`config.mk`:
```
export PLATFORM = sky130hd
export DESIGN_NAME = r5p_bus_arb
export DESIGN_NICKNAME = d
export VERILOG_FILES = /design/src/rtl/r5p_bus_pkg.sv /design/src/rtl/r5p_bus_arb_pri.sv /design/src/rtl/r5p_bus_arb.sv
export SDC_FILE = /design/constraint.sdc
export NUM_CORES = 1
export LEC_CHECK = 0
export ABC_CLOCK_PERIOD_IN_PS = 3500
export BUFFER_PORTS_ARGS = -buffer_cell sky130_fd_sc_hd__buf_2
export CORE_AREA = 2 2 106 108
export CTS_CLUSTER_DIAMETER = 100
export CTS_CLUSTER_SIZE = 10
export DETAILED_ROUTE_END_ITERATION = 10
export DIE_AREA = 0 0 108 110
export GPL_ROUTABILITY_DRIVEN = 0
export HOLD_SLACK_MARGIN = 0.15
export PLACE_DENSITY = 0.46
export SLEW_MARGIN = 25
export SYNTH_ARGS = -nofsm -noshare
export SYNTH_HDL_FRONTEND = slang
export SYNTH_SLANG_ARGS = --single-unit
```
`constraint.sdc`:
```
create_clock -name clk -period 3.5 [get_ports clk]
set_input_delay 0.525 -clock clk [delete_from_list [all_inputs] [get_ports clk]]
set_output_delay 0.525 -clock clk [all_outputs]
set_load 0.02 [all_outputs]
```
`src/rtl/r5p_bus_pkg.sv`:
```
// Shared types for the r5p two-to-one memory bus arbiter.
package r5p_bus_pkg;

   typedef enum logic [1:0] {
      IDLE    = 2'd0,
      HOLD_IF = 2'd1,
      HOLD_LS = 2'd2
   } arb_state_t;

   typedef enum logic {
      SRC_IF = 1'b0,
      SRC_LS = 1'b1
   } arb_src_t;

endpackage

```
`src/rtl/r5p_bus_arb_pri.sv`:
```
// Combinational grant selection: hold priority, then fairness override, then RR or fixed LS priority.
module r5p_bus_arb_pri
   import r5p_bus_pkg::*;
#(
   parameter bit RR = 1'b0
) (
   input  arb_state_t state,
   input  logic       if_req,
   input  logic       ls_req,
   input  arb_src_t   rr_last,
   input  logic       fair,
   output arb_src_t   gnt_c
);

   always_comb begin
      gnt_c = SRC_IF;
      case (state)
         HOLD_IF: gnt_c = SRC_IF;
         HOLD_LS: gnt_c = SRC_LS;
         default: begin
            if (if_req && ls_req) begin
               if (fair)
                  gnt_c = SRC_IF;
               else if (RR)
                  gnt_c = (rr_last == SRC_IF) ? SRC_LS : SRC_IF;
               else
                  gnt_c = SRC_LS;
            end else if (ls_req) begin
               gnt_c = SRC_LS;
            end
         end
      endcase
   end

endmodule

```
`src/rtl/r5p_bus_arb.sv`:
```
// Shares one memory bus between the fetch (if_*) and load/store (ls_*) ports with zero added latency.
// Optional fairness limit and read-data masking enabled by defining R5P_BUS_ARB_FAIR_EN.
module r5p_bus_arb
   import r5p_bus_pkg::*;
#(
   parameter int unsigned AW   = 32,
   parameter int unsigned DW   = 32,
   parameter int unsigned SW   = DW/8,
   parameter bit          RR   = 1'b0,
   parameter int unsigned MAXC = 4
) (
   input  logic          clk,
   input  logic          rst,
   input  logic          if_req,
   input  logic [AW-1:0] if_adr,
   output logic [DW-1:0] if_rdt,
   output logic          if_ack,
   input  logic          ls_req,
   input  logic          ls_wen,
   input  logic [AW-1:0] ls_adr,
   input  logic [SW-1:0] ls_sel,
   input  logic [DW-1:0] ls_wdt,
   output logic [DW-1:0] ls_rdt,
   output logic          ls_ack,
   output logic          mem_req,
   output logic          mem_wen,
   output logic [AW-1:0] mem_adr,
   output logic [SW-1:0] mem_sel,
   output logic [DW-1:0] mem_wdt,
   input  logic [DW-1:0] mem_rdt,
   input  logic          mem_ack
);

   if (MAXC == 0) begin : g_maxc_chk
      $error("r5p_bus_arb: MAXC must be at least 1");
   end

   arb_state_t state, state_nxt;
   arb_src_t   rr_last;
   arb_src_t   gnt_c;
   logic       fair_c;
   logic       gnt_req_c;
   logic       xfer_c;

`ifdef R5P_BUS_ARB_FAIR_EN
   localparam int unsigned CW = $clog2(MAXC + 1);

   logic [CW-1:0] cnt;
   arb_src_t      own;
   logic          rd_pend;

   assign fair_c = (cnt == CW'(MAXC));
`else
   assign fair_c = 1'b0;
`endif

   r5p_bus_arb_pri #(
      .RR (RR)
   ) u_pri (
      .state   (state),
      .if_req  (if_req),
      .ls_req  (ls_req),
      .rr_last (rr_last),
      .fair    (fair_c),
      .gnt_c   (gnt_c)
   );

   // Bus mux and ack routing; a withdrawn request in HOLD simply yields mem_req=0.
   always_comb begin
      gnt_req_c = (gnt_c == SRC_LS) ? ls_req : if_req;
      mem_req   = gnt_req_c & ~rst;
      mem_wen   = 1'b0;
      mem_adr   = if_adr;
      mem_sel   = {SW{1'b1}};
      mem_wdt   = '0;
      if (gnt_c == SRC_LS) begin
         mem_wen = ls_wen;
         mem_adr = ls_adr;
         mem_sel = ls_sel;
         mem_wdt = ls_wdt;
      end
      xfer_c = mem_req & mem_ack;
      if_ack = xfer_c & (gnt_c == SRC_IF);
      ls_ack = xfer_c & (gnt_c == SRC_LS);
   end

   always_comb begin
      state_nxt = state;
      case (state)
         IDLE:    if (mem_req && !mem_ack)
                     state_nxt = (gnt_c == SRC_LS) ? HOLD_LS : HOLD_IF;
         HOLD_IF: if (!if_req || mem_ack) state_nxt = IDLE;
         HOLD_LS: if (!ls_req || mem_ack) state_nxt = IDLE;
         default: state_nxt = IDLE;
      endcase
   end

   always_ff @(posedge clk) begin
      if (rst) begin
         state   <= IDLE;
         rr_last <= SRC_IF;
      end else begin
         state <= state_nxt;
         if (xfer_c) rr_last <= gnt_c;
      end
   end

`ifdef R5P_BUS_ARB_FAIR_EN
   // cnt tracks consecutive LS grants while IF is kept waiting.
   always_ff @(posedge clk) begin
      if (rst) begin
         cnt     <= '0;
         own     <= SRC_IF;
         rd_pend <= 1'b0;
      end else begin
         rd_pend <= xfer_c & ~mem_wen;
         if (xfer_c && !mem_wen) own <= gnt_c;
         if (!if_req)
            cnt <= '0;
         else if (xfer_c) begin
            if (gnt_c == SRC_IF)
               cnt <= '0;
            else if (cnt != CW'(MAXC))
               cnt <= cnt + CW'(1);
         end
      end
   end

   always_comb begin
      if_rdt = mem_rdt;
      ls_rdt = mem_rdt;
      if (rd_pend) begin
         if (own == SRC_IF) ls_rdt = '0;
         else               if_rdt = '0;
      end
   end
`else
   assign if_rdt = mem_rdt;
   assign ls_rdt = mem_rdt;
`endif

endmodule

```
**Yosys cells after proc, flatten, opt, wreduce, memory -nomap -nowiden**

Index checks and enable logic that the tools add are counted.

- Add/subtract/negate cells: 0
- $mul: 0
- Div/mod/pow operators: 0
- Order comparisons: 0
- Eq/ne operators: 5
- Shifts and indexed selects: 0
- Muxes and demuxes: 13
- Bitwise logic cells: 6
- Reductions and logical operators: 9

Operator list:

| kind | number |
|---|---|
| $mux W32 | 2 |
| $mux W2 | 4 |
| $ne A2 B2 Y1 const B | 3 |
| $pmux W2 S3 | 1 |
| $and A1 B1 Y1 | 4 |
| $mux W1 | 4 |
| $mux W4 | 1 |
| $logic_not A1 Y1 | 3 |
| $reduce_and A3 Y1 | 1 |
| $eq A2 B1 Y1 const B | 1 |
| $eq A2 B2 Y1 const B | 1 |
| $logic_and A1 B1 Y1 | 2 |
| $logic_not A2 Y1 | 1 |
| $logic_or A1 B1 Y1 | 2 |
| $not A1 Y1 | 2 |
| $pmux W1 S2 | 1 |

- Register bits: 2
- Bits in latches: 0
- Bits in writable memories: 0
- Bits in read-only memories: 0
- Input port bits: 138
- Output and inout bits: 136
- Logic and storage cells: 34
- Memories kept: 0

**Logic depth before layout (Yosys ltp)**

- Depth after elaboration: 8
- Gate-level depth with buffers: 6

**Hierarchy**

From an unflattened synthesis, not the netlist that was laid out.

- Cells, all modules: 162
- Area total of the unflattened synthesis: 1326.3 µm²

Modules (own cells, without submodules):

| module | times used | cells each | area each (µm²) | seq. area each (µm²) |
|---|---|---|---|---|
| r5p_bus_arb | 1 | 158 | 1287.5 | 60.1 |
| r5p_bus_arb_pri | 1 | 4 | 38.8 | 0.0 |

**Worst setup path after synthesis**

OpenSTA, ideal clock, no wires.

- Path type: register to output
- From: reg state[0]
- To: out mem_adr[10]
- Data arrival time: 1735 ps
- Required time: 2975 ps
- Setup slack: 1240 ps
- Cell stages (with the launch flop): 6
- Cells stage by stage: dfxtp_1 -> inv_1 -> ha_1 -> mux2i_4 -> buf_2 -> mux2_2

- Cells in the longest elaborated chain, start to end: 3

RTL lines:

| what | line | text |
|---|---|---|
| start, declared | r5p_bus_arb.sv:38 | `arb_state_t state, state_nxt;` |
| start signal, assigned | r5p_bus_arb.sv:103 | `state <= state_nxt;` |
| $eq A2 B2 Y1 or $eq A2 B1 Y1 (tied branches) | r5p_bus_arb_pri.sv:17 | `case (state)` |
| $pmux W1 S2 * | r5p_bus_arb_pri.sv:17 |  |
| $mux W32 * | r5p_bus_arb.sv:76 | `if (gnt_c == SRC_LS) begin` |
| end, declared | r5p_bus_arb.sv:27 | `output logic [AW-1:0] mem_adr,` |

Every way passes the cells marked *; elsewhere a longest branch is shown, timed or not.

**Worst setup path after layout**

- From: reg state[0]
- To: out mem_adr[2]

Same word-level chain as after synthesis.

==> results.yml <==
sta:
  max_freq_mhz: 347.3
  finalClockSkew_ns: 0.003179
  slew_headroom: 0.6153
  finalSetupTns_ns: 0
  setup_viol: 0
  rsz0062_at_grt: "false"
  slew_violations: 0
  finalHoldViolCount: 0
  worst_slew_pin_slew_ns: 0.5770
  fin_crit_ns: 2.880
  period_share: 0.8228
  layout_setup_ws_ns: 0.6203
synth:
  synth_edf_count: 0
  synth_most_common_cell: "buf_4"
  synth_commonest_cells: "buf_4 (64), nor2b_1 (33), mux2_2 (32)"
  synth.top_cell.area_share: 0.3647
  synth_cell_types: 20
  syn_area_per_cell_sq_um: 8.133
  synth_cells: 162
  syn_nets: 303
  synth.largest_area_cell: "buf_4"
  syn_area_sq_um: 1318
  ys_top_cells_by_area: "buf_4 (36%), mux2_2 (27%), nor2b_1 (16%), dfxtp_1 (3.0%), ha_1 (2.8%)"
  async_flop_share: 0
  synth_ff_type: "dfxtp_1"
  synth_seq_area_share: 0.03039
  ys_ff_latch: 2
  ys_warn_count: 0
floorplanning:
  die_y_microns: 110
  fp.dieW_microns: 108
  rows: 38
  core_sq_um: 10700
  dieArea_sq_um: 11880
  ios: 274
  start_util: 0.1232
worst_setup_path:
  arrival_ns: 2.35
  cp_data_required_time_ns: 2.97
  crit_type: "flop to output port"
  worst_path_max_delay_cell: "buf_4"
  crit_chain: "inv_1 > ha_1 > mux2i_4 > buf_4 > mux2_2 > buf_2"
  start_kind: "flop"
  worstPathMaxFanout: 53
  critical_path.endpoint_type: "output port"
  slowest_delay_ns: 0.47
finish:
  regMostFlops: "state"
  largest_register_ffs: 2
  drive_above_1_share: 0.8205
  final_util: 0.1798
  fillers: 1224
  top_regs: "state x2"
  num_antenna_cells: 0
  syn_to_final_growth_pct: 45.96
  fin_nets: 416
  fin_cells: 413
clocking:
  clk_path_buf_depth: 2
  cts.reportedPaths.clkPinSlew_ns: 0.03
  numCtsBuffers: 3
  clk_latency_ns: 0.21
  cts.sinks: 2
  hold_buffers: 0
  clockRootBuffer: "clkbuf_8"
  cts-htree-levels: 1
  post_cts_buffers: 0
  cts_resized: 0
  cts_tree: "yes"
detailed_routing:
  wl_per_cell_microns: 11.62
  drcViolationCount: 0
  wl_microns: 4797
  vias: 1387
  dr.pass1.iters: 2
  drtIter0Drc: 25
  post_drt_via_cell_ratio: 3.358
  detail-route-antenna-nets: 0
placement:
  hpwl_microns: 4273
  portBuffers: 177
  dp_cells: 410
  post-place-ws_ns: 0.7968
pwr:
  ir_drop_mv: 0.1081
  powerDensity_nw_per_um2: 308.2
  p_leak_nw: 1.069
status:
  status: "finished clean"
global_route:
  grt_overflow: 0
  grt_pass1_wl_microns: 6251
  track_usage: 0.06818
  antenna_found_initial: 0
  grt_pass1_vias: 1182
  grt_max_degree: 54
worst_hold_path:
  worstHoldPathType: "flop to flop"
run:
  maxCapViolations: 0
[routing by layer]
layer | GRT usage | up-vias | part of all wire
li1 | - | 688 | -
met1 | 0.07505 | 586 | 0.35
met2 | 0.1159 | 99 | 0.51
met3 | 0.02410 | 14 | 0.11
met4 | 0.03571 | 0 | 0.028
met5 | 0 | - | 0
[where the power goes]
group	internal [mW]	total [mW]	switching (mW)
clock	0.0726	0.0888	0.0163
sequential	0.0258	0.0280	0.00224
combinational	0.204	0.476	0.271
total	0.303	0.593	0.290
[metrics by stage]
stage / hold slack (ns) / cell area [sq um] / power [mW]
after floorplan: 0.4995 / 1318 / 0.4416
after global placement: 0.5159 / 1882 / 0.5066
after detailed placement: 0.5347 / 1882 / 0.5116
after CTS: 0.5412 / 1923 / 0.6058
after global routing: 0.5566 / 1923 / 0.6357
final: 0.5404 / 1923 / 0.5926
[kinds of logic (layout without fill, tap and decap cells)]
group,Yosys count,in the layout,synth area share
adder cells (fa/ha/maj),3,3,0.02849
multiplexers,34,34,0.2982
flip-flops,2,2,0.03039
AND/OR/NAND/NOR,41,41,0.1975
AO/OA/AOI/OAI,6,6,0.04274
buffers and inverters,76,187,0.4027
[critical path, delay by kind of cell (launching register included)]
family	cells	cell delay (ns)
buf+inv	3	0.70
mux	2	0.66
fa+ha+maj	1	0.39
flops	1	0.35
[final timing paths]
path	depth (start not counted)	slack (ns)	to	from
worst max-delay path	6	0.62	mem_adr[2]	state[0]
worst min-delay path	1	0.54	state[1]	state[1]
worst max register to register	6	1.47	state[1]	state[0]
worst min register to register	1	0.54	state[1]	state[1]
[cells in the final DEF (no fill, tap or decap)]
master and count:
o22ai_1 1, nor2b_1 33, mux2i_4 1, nor2_1 1, a211oi_1 1, a32o_2 2
mux2_2 32, clkbuf_8 3, dfxtp_1 2, and4b_1 1, a211oi_2 1, buf_4 2
buf_2 177, a22oi_1 1, ha_1 3, inv_1 5, and3_2 2, or2_2 4
mux2i_1 1
[layout make-up]
class,instances,area [sq um],share of cell area
tap,140,175.2,0.09109
inverter,5,18.77,0.009759
sequential,2,40.04,0.02082
multi-input combinational,84,747.0,0.3884
clock buffer,3,41.29,0.02147
timing repair buffer,179,900.9,0.4684
(Power assumes the default switching activity.)
